### config.mk
export PLATFORM = sky130hd
export DESIGN_NAME = wall_follower_ctrl
export DESIGN_NICKNAME = d
export VERILOG_FILES = /design/src/rtl/wall_follower_ctrl.sv
export SDC_FILE = /design/constraint.sdc
export NUM_CORES = 1
export LEC_CHECK = 0
export CELL_PAD_IN_SITES_DETAIL_PLACEMENT = 1
export CELL_PAD_IN_SITES_GLOBAL_PLACEMENT = 1
export CORE_ASPECT_RATIO = 0.6
export CORE_MARGIN = 3
export CORE_UTILIZATION = 40
export CTS_BUF_LIST = sky130_fd_sc_hd__clkbuf_4 sky130_fd_sc_hd__clkbuf_8 sky130_fd_sc_hd__clkbuf_16
export CTS_CLUSTER_DIAMETER = 30
export DETAILED_ROUTE_END_ITERATION = 10
export PLACE_DENSITY = 0.78
export SLEW_MARGIN = 25
export SYNTH_ARGS = -nofsm -noshare
export SYNTH_HDL_FRONTEND = slang
export SYNTH_SLANG_ARGS = --single-unit
### constraint.sdc
create_clock -name clock -period 1.9 [get_ports clock]
set_input_delay 0.38 -clock clock [delete_from_list [all_inputs] [get_ports clock]]
set_output_delay 0.38 -clock clock [all_outputs]
set_load 0.02 [all_outputs]
### src/rtl/wall_follower_ctrl.sv
// Left-hand wall-following motion controller for the pipe-cleaning robot.
// Optional build macro MOVE_COUNTER_EN adds the saturating forward-move counter port `moves`.
module wall_follower_ctrl #(
    parameter int REMOVE_CYCLES = 3,
    parameter int ROTATE_TURNS  = 3,
    parameter int COUNT_WIDTH   = 16
) (
    input  logic clock,
    input  logic reset,
    input  logic head,
    input  logic left,
    input  logic under,
    input  logic barrier,
    output logic front,
    output logic turn,
    output logic remove,
    output logic halted
`ifdef MOVE_COUNTER_EN
    ,
    output logic [COUNT_WIDTH-1:0] moves
`endif
);

    localparam int RW = $clog2(ROTATE_TURNS + 1);
    localparam int CW = $clog2(REMOVE_CYCLES + 1);
    localparam logic [RW-1:0] ROT_LOAD  = RW'(ROTATE_TURNS - 1);
    localparam logic [CW-1:0] REM_FIRST = CW'(1);
    localparam logic [CW-1:0] REM_LAST  = CW'(REMOVE_CYCLES);

    typedef enum logic [2:0] {
        IDLE, SEARCH, FOLLOW, ROTATE, FWD_AFTER_TURN, REMOVE, HALT
    } state_t;

    state_t        state, ret;
    logic [RW-1:0] rot_cnt;
    logic [CW-1:0] rem_cnt;
    logic          fwd_next;

    // Forward decision is shared by the FSM and the optional move counter.
    always_comb begin
        fwd_next = 1'b0;
        if (!under && !barrier) begin
            case (state)
                SEARCH:         fwd_next = !head;
                FOLLOW:         fwd_next = left && !head;
                FWD_AFTER_TURN: fwd_next = 1'b1;
                default:        fwd_next = 1'b0;
            endcase
        end
    end

    always_ff @(posedge clock) begin
        if (reset) begin
            state   <= IDLE;
            ret     <= SEARCH;
            front   <= 1'b0;
            turn    <= 1'b0;
            remove  <= 1'b0;
            halted  <= 1'b0;
            rot_cnt <= '0;
            rem_cnt <= '0;
        end else begin
            front  <= fwd_next;
            turn   <= 1'b0;
            remove <= 1'b0;
            case (state)
                IDLE: state <= SEARCH;
                SEARCH: begin
                    if (under) begin
                        state  <= HALT;
                        halted <= 1'b1;
                    end else if (barrier) begin
                        state   <= REMOVE;
                        ret     <= SEARCH;
                        remove  <= 1'b1;
                        rem_cnt <= REM_FIRST;
                    end else if (head) begin
                        turn <= 1'b1;
                        ret  <= FOLLOW;
                        if (ROTATE_TURNS > 1) begin
                            state   <= ROTATE;
                            rot_cnt <= ROT_LOAD;
                        end else begin
                            state <= FOLLOW;
                        end
                    end else if (left) begin
                        state <= FOLLOW;
                    end
                end
                FOLLOW: begin
                    if (under) begin
                        state  <= HALT;
                        halted <= 1'b1;
                    end else if (barrier) begin
                        state   <= REMOVE;
                        ret     <= FOLLOW;
                        remove  <= 1'b1;
                        rem_cnt <= REM_FIRST;
                    end else if (!left) begin
                        turn  <= 1'b1;
                        state <= FWD_AFTER_TURN;
                    end else if (head) begin
                        turn <= 1'b1;
                        ret  <= FOLLOW;
                        if (ROTATE_TURNS > 1) begin
                            state   <= ROTATE;
                            rot_cnt <= ROT_LOAD;
                        end
                    end
                end
                // rot_cnt holds the turns still owed; the one issued now is the last at 1.
                ROTATE: begin
                    if (under) begin
                        state  <= HALT;
                        halted <= 1'b1;
                    end else begin
                        turn <= 1'b1;
                        if (rot_cnt <= RW'(1)) begin
                            rot_cnt <= '0;
                            state   <= ret;
                        end else begin
                            rot_cnt <= rot_cnt - RW'(1);
                        end
                    end
                end
                FWD_AFTER_TURN: begin
                    if (under) begin
                        state  <= HALT;
                        halted <= 1'b1;
                    end else if (barrier) begin
                        state   <= REMOVE;
                        ret     <= FOLLOW;
                        remove  <= 1'b1;
                        rem_cnt <= REM_FIRST;
                    end else begin
                        state <= FOLLOW;
                    end
                end
                // The cycle after the last remove pulse is a silent re-evaluation slot.
                REMOVE: begin
                    if (rem_cnt == REM_LAST) begin
                        rem_cnt <= '0;
                        state   <= ret;
                    end else begin
                        remove  <= 1'b1;
                        rem_cnt <= rem_cnt + CW'(1);
                    end
                end
                HALT:    halted <= 1'b1;
                default: state  <= IDLE;
            endcase
        end
    end

`ifdef MOVE_COUNTER_EN
    always_ff @(posedge clock) begin
        if (reset)
            moves <= '0;
        else if (fwd_next && moves != '1)
            moves <= moves + COUNT_WIDTH'(1);
    end
`endif

endmodule

# == Word-level counts from Yosys, hierarchy flattened ==
# Index checks and enable logic that the tools add are counted.
# word_totals
reg_bits,14
in_bits,6
out_inout_bits,4
# classes
add_sub_neg,2
order_cmp,1
n_eq_ne,23
n_mux,51
n_bitwise,2
reduce_logical,18
# op_table
operator,n
$mux W3,21
$mux W2,11
$pmux W3 S7,1
$ne A2 B2 Y1 const B,10
$mux W1,11
$ne A5 B5 Y1 const B,2
$eq A3 B3 Y1 const B,3
$pmux W3 S3,1
$reduce_and A7 Y1,1
$eq A3 B2 Y1 const B,2
$ne A3 B3 Y1 const B,2
$pmux W1 S3,2
$pmux W2 S3,1
$reduce_and A6 Y1,1
$reduce_bool A3 Y1,2
$reduce_and A5 Y1,1
$ne A2 B1 Y1 const B,2
$pmux W1 S2,2
$pmux W2 S2,1
$reduce_bool A2 Y1,2
$reduce_or A4 Y1,1
$eq A3 B1 Y1 const B,1
$logic_not A1 Y1,3
$logic_not A3 Y1,1
10 further kinds,12

# == Logic depth before layout (Yosys ltp) ==
# Gate-level depths: netlist (run 1).
# logic_depth
depth_word,5
ltp_mapped,7
ltp_nobuf,6

# == Least setup slack after synthesis (run 1) ==
# Ideal clock, no wire load.
# synth_timing
kind,input -> register
startpoint,input port left
endpoint,register rot_cnt[1]
arrival_time_ns,1.345
slack_ns,0.423
cell_stages,6
n_path_buf,1
cell_sequence,buf_4 nor3b_1 o21ai_1 a221o_1 o21ai_0 a21oi_1
# synth_via
elab_chain_cells,2
# synth_lines
element,line,rtl
"start, declared",11,"input logic left,"
$ne A2 B2 Y1 (no source line),n/a,
$reduce_and A7 Y1 (no source line),n/a,
"end signal, assigned",122,rot_cnt <= rot_cnt - RW'(1);
"end, declared",35,logic [RW-1:0] rot_cnt;
# No other way between the ends.
# A chain may end at the register's enable or synchronous reset.

# == Final worst setup path (run 1) ==
# layout_timing
startpoint,input port barrier
endpoint,register ret[1]
# layout_via
elab_chain_cells,3
# layout_lines
element,line,rtl
"start, declared",13,"input logic barrier,"
$mux W3 (on tied branches),"94, 72",
$mux W3 (on tied branches),"91, 69",
$pmux W3 S3,66,case (state)
"end signal, assigned",74,ret <= SEARCH;
"end signal, assigned",96,ret <= FOLLOW;
"end signal, assigned",104,ret <= FOLLOW;
"end, declared",34,"state_t state, ret;"
# Several ways; a longest one is shown, not always the timed one. The select of a mux whose other input is x is not followed.

==> impl_metrics.py, run 1 <==
metrics = {
    "status": {
        "status": "finished clean",
    },
    "clocking": {
        "clk_transition_reported_paths_ns": 0.06,
        "post-cts-setup-buffers": 0,
        "clockRootBuffer": "clkbuf_8",
        "clock_latency_ns": 0.25,
        "htree_levels": 1,
        "cts_buffer_depth": 2,
        "cts_hold_buf": 0,
        "clock-sinks": 14,
        "cts_resized": 0,
        "cts_tree": "done",
        "numCtsBuffers": 3,
    },
    "synthesis": {
        "async_flop_share_pct": 0,
        "synth-seq-cells": 14,
        "ys_types": 45,
        "synth_top_area_share_pct": 26.45,
        "syn-cell-area_um2": 1060,
        "synthesis.nets": 152,
        "ys_seq_area_share_pct": 26.45,
        "yosys_warnings": 0,
        "synthTopCellsByArea": "dfxtp_1 26%, a21oi_1 9.0%, nor2_1 6.0%",
        "synth.avg_cell_area_um2": 7.309,
        "synthCells": 145,
        "synth_edf_count": 0,
        "synthFlopType": "dfxtp_1",
        "yosysTopAreaCell": "dfxtp_1",
    },
    "timing": {
        "finalClockSkew_ns": 0.001683,
        "drv_slew": 0,
        "setup_viol": 0,
        "post-route-period-util_pct": 94.25,
        "hold_viol": 0,
        "fmax_mhz": 558.4,
        "fin_crit_ns": 1.791,
        "relSlewSlack_pct": 64.71,
        "fin_ws_ns": 0.1092,
        "worst_slew_pin_slew_ns": 0.5287,
        "holdWs_ns": 0.4729,
        "rsz0062_at_grt": "no",
    },
    "drt": {
        "wl_met1_um": 1880,
        "postRouteWirelength_um": 3748,
        "ant_nets": 0,
        "first_iter_violations": 82,
        "vias_per_cell": 6.126,
        "dr.pass1.iters": 4,
        "top_layer_used": "met4",
        "post-route-drc-count": 0,
        "met2_length_um": 1668,
        "wire_per_inst_um": 19.73,
        "routed-via-count": 1164,
        "wl_met3_um": 169,
    },
    "floorplan": {
        "die_h_um": 45.87,
        "die_w_um": 72.45,
        "num_io_pins": 10,
        "placementRows": 13,
        "initial_core_util_pct": 45.56,
        "die_area_um2": 3323,
        "core_area_um2": 2326,
    },
    "worst_setup_path": {
        "crit_start": "barrier",
        "crit_arrival_ns": 1.92,
        "end_kind": "flip-flop",
        "critPathRequiredTime_ns": 2.03,
        "crit-reg2reg-launch": "state[2]$_SDFFE_PP0P_",
        "crit_type": "input pin to flip-flop",
        "reg2reg_slack_ns": 0.22,
        "rr_worst_depth": 5,
        "rr_endpoint": "state[1]$_SDFFE_PP0P_",
        "critPathLaunchType": "input pin",
        "crit_path_max_fanout": 8,
    },
    "finish": {
        "fin_cells": 190,
        "antenna_cells": 0,
        "final_cell_mix": "19 x a21oi_1, 17 x buf_4, 16 x nor2_1, 12 x dfxtp_1, 9 x o21ai_0",
        "nNetsFinal": 169,
        "areaGrowthSynthToFinish_pct": 21.96,
        "final_common_cell": "a21oi_1",
        "drive_gt1_share_pct": 18.13,
    },
    "global_routing": {
        "globalRouteOverflowTotal": 0,
        "antenna_found_initial": 0,
        "track_usage_pct": 23.07,
        "grt_pass1_vias": 1128,
        "grt_pass1_wl_um": 5678,
        "grt_max_degree": 17,
    },
    "power_and_ir_drop": {
        "power_w": 0.001670,
        "leakagePower_nw": 0.4825,
        "irDropWorstVdd_uv": 573.9,
        "cellPowerDensity_nw_per_um2": 1292,
    },
    "placement": {
        "hpwl_um": 2444,
        "dpl_worst_slack_ns": -0.1475,
        "place.gp.congestion": 0.9016,
        "dp_cells": 187,
        "port_buffers": 9,
    },
    "hold_path": {
        "min_to": "ret[2]$_SDFFE_PP0P_",
        "whs_path_depth": 2,
        "hp-class": "flip-flop to flip-flop",
        "hp-start": "ret[2]$_SDFFE_PP0P_",
    },
    "job": {
        "maxCapViolCount": 0,
    },
}
[stage by stage]
step / instance area, um2 / TNS (ns) / utilization [%]
floorplan: 1060 / 0 / -
global placement: 1232 / -0.2542 / 52.99
detailed placement: 1232 / -0.7266 / 52.99
CTS: 1274 / 0 / 54.76
global route: 1292 / 0 / 55.57
finish: 1292 / 0 / 55.57
[kinds of logic (layout without fill, tap and decap cells)]
group / count (synthesis) / in the layout / share of synthesized area (%)
compound gates: 54 / 54 / 32.23
fa+ha+maj: 1 / 1 / 1.180
flops: 14 / 14 / 26.45
buf+inv: 18 / 33 / 9.209
simple gates: 55 / 55 / 28.10
mux: 3 / 3 / 2.834
[where the power goes]
group	internal (W)	leakage, nW	total (W)	switching [W]
clock	0.000141	0.0216	0.000253	0.000112
sequential	0.000367	0.115	0.000514	0.000147
combinational	0.000391	0.346	0.000903	0.000512
[metal layers]
metal	track usage, %	vias to the layer above
li1	-	556
met1	31.47	580
met2	34.36	24
met3	6.388	4
met4	9.559	0
met5	0	-
[Yosys cell counts, types with 3 or more instances]
cell      number
a21oi_1       19
buf_2          6
buf_4          4
clkbuf_1       3
dfxtp_1       14
inv_1          4
mux2i_1        3
nand2_1        8
nand2b_1       5
nor2_1        17
nor2b_1        6
nor3b_1        4
o21ai_0        9
o22ai_1        3
[registers in the layout, summed over array words and instances, names as in the netlist]
name	cells
halted	1
front	1
rem_cnt	2
remove	1
state	3
rot_cnt	2
turn	1
ret	3
[worst max-delay path by stage]
stage | slack (ns) | cells past startpoint | end
5_1_grt | 0.02 | 7 | ret[1]$_SDFFE_PP0P_
2_1_floorplan | 0.42 | 6 | rot_cnt[1]$_SDFFE_PP0P_
3_5_place_dp | -0.15 | 6 | rot_cnt[1]$_SDFFE_PP0P_
6_report | 0.11 | 7 | ret[1]$_SDFFE_PP0P_
3_3_place_gp | -0.09 | 7 | state[1]$_SDFFE_PP0P_
4_1_cts | 0.11 | 6 | rot_cnt[1]$_SDFFE_PP0P_
[final cells by class]
| class | count | area (um2) |
|---|---|---|
| multi-input combinational | 113 | 695.7 |
| clock buffer | 3 | 41.29 |
| tap | 30 | 37.54 |
| inverter | 4 | 15.01 |
| timing repair buffer | 26 | 220.2 |
| sequential | 14 | 282.8 |
| fill | 299 | 1033 |
[critical path, stage by stage]
cell             delay (ns)
clkdlybuf4s50_1        0.47
buf_4                  0.21
or2_2                  0.31
a21oi_1                0.20
o22ai_2                0.14
a21oi_1                0.15
a211oi_1               0.06
No activity file was read; power rests on OpenSTA's default activity.
==> run 2, diff against run 1 <==
--- a/config.mk
+++ b/config.mk
@@ -7,7 +7,7 @@
 export LEC_CHECK = 0
 export CELL_PAD_IN_SITES_DETAIL_PLACEMENT = 1
 export CELL_PAD_IN_SITES_GLOBAL_PLACEMENT = 1
-export CORE_ASPECT_RATIO = 0.6
+export CORE_ASPECT_RATIO = 2
 export CORE_MARGIN = 3
 export CORE_UTILIZATION = 40
 export CTS_BUF_LIST = sky130_fd_sc_hd__clkbuf_4 sky130_fd_sc_hd__clkbuf_8 sky130_fd_sc_hd__clkbuf_16
==> run 2 against run 1 <==
  * Clock power up 22%
  * Routed wire length up 7.7%
  * Sequential share of layout area down 1.3 points
  * Combinational power up 10%
  * Final area up 5.9%
  * Worst hold slack worse by 0.00094 ns
  * Sequential power down 4.7%
==> impl_metrics.py, run 2 (synthesized netlist as in run 1, its figures left out) <==
metrics = {
    "placement": {
        "place.gp.congestion": 0.9819,
        "hpwl_um": 2870,
        "port_buffers": 9,
    },
    "worst_setup_path": {
        "crit_arrival_ns": 1.98,
        "crit_type": "flip-flop to flip-flop",
        "reg2reg_slack_ns": 0.07,
        "slowest_stage": "dfxtp_1",
        "critPathMaxStageDelay_ns": 0.62,
        "critPathRequiredTime_ns": 2.05,
        "crit_path_max_fanout": 13,
        "crit_path_end": "state[1]$_SDFFE_PP0P_",
        "end_kind": "flip-flop",
        "crit-reg2reg-launch": "state[1]$_SDFFE_PP0P_",
        "rr_endpoint": "state[1]$_SDFFE_PP0P_",
        "critPathLaunchType": "flip-flop",
        "crit_start": "state[1]$_SDFFE_PP0P_",
        "cp_cell_sequence": "and2b_4, mux2i_1, o211ai_1, a21oi_1, a221oi_1",
        "rr_worst_depth": 5,
    },
    "global_routing": {
        "track_usage_pct": 26.90,
        "antenna_found_initial": 0,
        "grt_pass1_wl_um": 6906,
        "grt_pass1_vias": 1376,
        "grt_max_degree": 16,
        "globalRouteOverflowTotal": 0,
    },
    "clocking": {
        "clock_latency_ns": 0.26,
        "clock-sinks": 14,
        "clockRootBuffer": "clkbuf_8",
        "cts_buffer_depth": 2,
        "numCtsBuffers": 3,
        "post-cts-setup-buffers": 0,
        "clk_transition_reported_paths_ns": 0.06,
        "htree_levels": 1,
        "cts_tree": "done",
    },
    "floorplan": {
        "die_h_um": 78.79,
        "die_w_um": 42.40,
        "die_area_um2": 3340,
        "num_io_pins": 10,
        "initial_core_util_pct": 43.44,
        "placementRows": 25,
        "core_area_um2": 2440,
    },
    "timing": {
        "setup_viol": 0,
        "post-route-period-util_pct": 96.43,
        "holdWs_ns": 0.4720,
        "relSlewSlack_pct": 67.24,
        "fin_crit_ns": 1.832,
        "hold_viol": 0,
        "worst_slew_pin_slew_ns": 0.4908,
        "drv_slew": 0,
        "fmax_mhz": 545.8,
        "finalClockSkew_ns": 0.007230,
    },
    "drt": {
        "ant_nets": 0,
        "dr.pass1.iters": 4,
        "vias_per_cell": 6.332,
        "postRouteWirelength_um": 4036,
        "wire_per_inst_um": 20.59,
        "routed-via-count": 1241,
        "first_iter_violations": 57,
        "post-route-drc-count": 0,
    },
    "power_and_ir_drop": {
        "share_seq_of_total_power_pct": 27.4,
        "switching_share_pct": 45.30,
        "irDropWorstVdd_uv": 615.1,
        "p_sw_w": 0.0008118,
        "combPwrFrac_pct": 55.4,
        "p_int_w": 0.0009801,
        "cellPowerDensity_nw_per_um2": 1309,
        "leakagePower_nw": 0.5424,
        "pwr-share-clk_pct": 17.2,
    },
    "hold_path": {
        "hp-start": "ret[2]$_SDFFE_PP0P_",
        "hp-class": "flip-flop to flip-flop",
    },
    "finish": {
        "drive_gt1_share_pct": 22.49,
        "nNetsFinal": 177,
        "antenna_cells": 0,
        "final_util_pct": 56.10,
        "final_common_cell": "buf_4",
        "reg_top3": "ret: 3 flops, state: 3 flops",
        "areaGrowthSynthToFinish_pct": 29.16,
        "final_cell_mix": "25 x buf_4, 19 x a21oi_1, 17 x nor2_1, 13 x dfxtp_1, 9 x o21ai_0",
    },
    "job": {
        "maxCapViolCount": 0,
    },
    "status": {
        "status": "finished clean",
    },
}
==> run 2: worst max-delay path, delay by kind of cell, from the launching register on <==
family           cells  cell delay (ns)
AO/OA/AOI/OAI        3             0.71
multiplexers         1             0.10
flip-flops           1             0.62
AND/OR/NAND/NOR      1             0.28
==> run 2: timing repair <==
action	in CTS	in global routing
resized for setup	0	8
hold buffers	0	0
setup endpoints to repair	0	5
==> run 2: how the worst min path moves through the flow <==
stage | end | cells after the start | slack, ns
after global placement | ret[2]$_SDFFE_PP0P_ | 2 | 0.45
after global routing | ret[2]$_SDFFE_PP0P_ | 2 | 0.51
final | ret[2]$_SDFFE_PP0P_ | 2 | 0.47
after detailed placement | ret[2]$_SDFFE_PP0P_ | 2 | 0.47
after floorplan | ret[2]$_SDFFE_PP0P_ | 2 | 0.43
after CTS | ret[2]$_SDFFE_PP0P_ | 2 | 0.48
==> run 2: area by class of cell <==
type | instances | area [um2]
Tap cell | 27 | 33.78
Inverter | 4 | 15.01
Clock buffer | 4 | 55.05
Sequential cell | 14 | 281.5
Multi-Input combinational cell | 113 | 700.7
Fill cell | 312 | 1071
Timing Repair Buffer | 34 | 282.8
==> run 2: power groups by stage <==
| stage | Combinational [W] | Clock [W] | Sequential [W] |
|---|---|---|---|
| finish | 0.000993 | 0.000309 | 0.000490 |
| global route | 0.00109 | 0.000322 | 0.000499 |
| CTS | 0.000966 | 0.000310 | 0.000480 |
| detailed placement | 0.000935 | 0 | 0.000485 |
| global placement | 0.000901 | 0 | 0.000479 |
| floorplan | 0.000675 | 0 | 0.000431 |
==> run 2: routing by layer <==
metal | part of all wire, % | vias up | GRT usage (%) | wire, um
met1 | 37 | 610 | 27.98 | 1486
met5 | 0 | - | 0 | 0
met4 | 5.4 | 0 | 15.89 | 216
met3 | 3.1 | 18 | 3.401 | 125
li1 | - | 575 | - | -
met2 | 55 | 38 | 49.24 | 2207
==> run 2: metrics by stage <==
step	cells	TNS [ns]	area [um2]	total power [W]	setup slack, ns
finish	196	0	1369	0.001792	0.06788
global route	196	-0.004931	1369	0.001913	-0.004931
CTS	196	0	1344	0.001756	0.04315
detailed placement	192	-0.9523	1289	0.001420	-0.1881
global placement	192	-0.3718	1289	0.001380	-0.1405
floorplan	145	0	1060	0.001106	0.4225
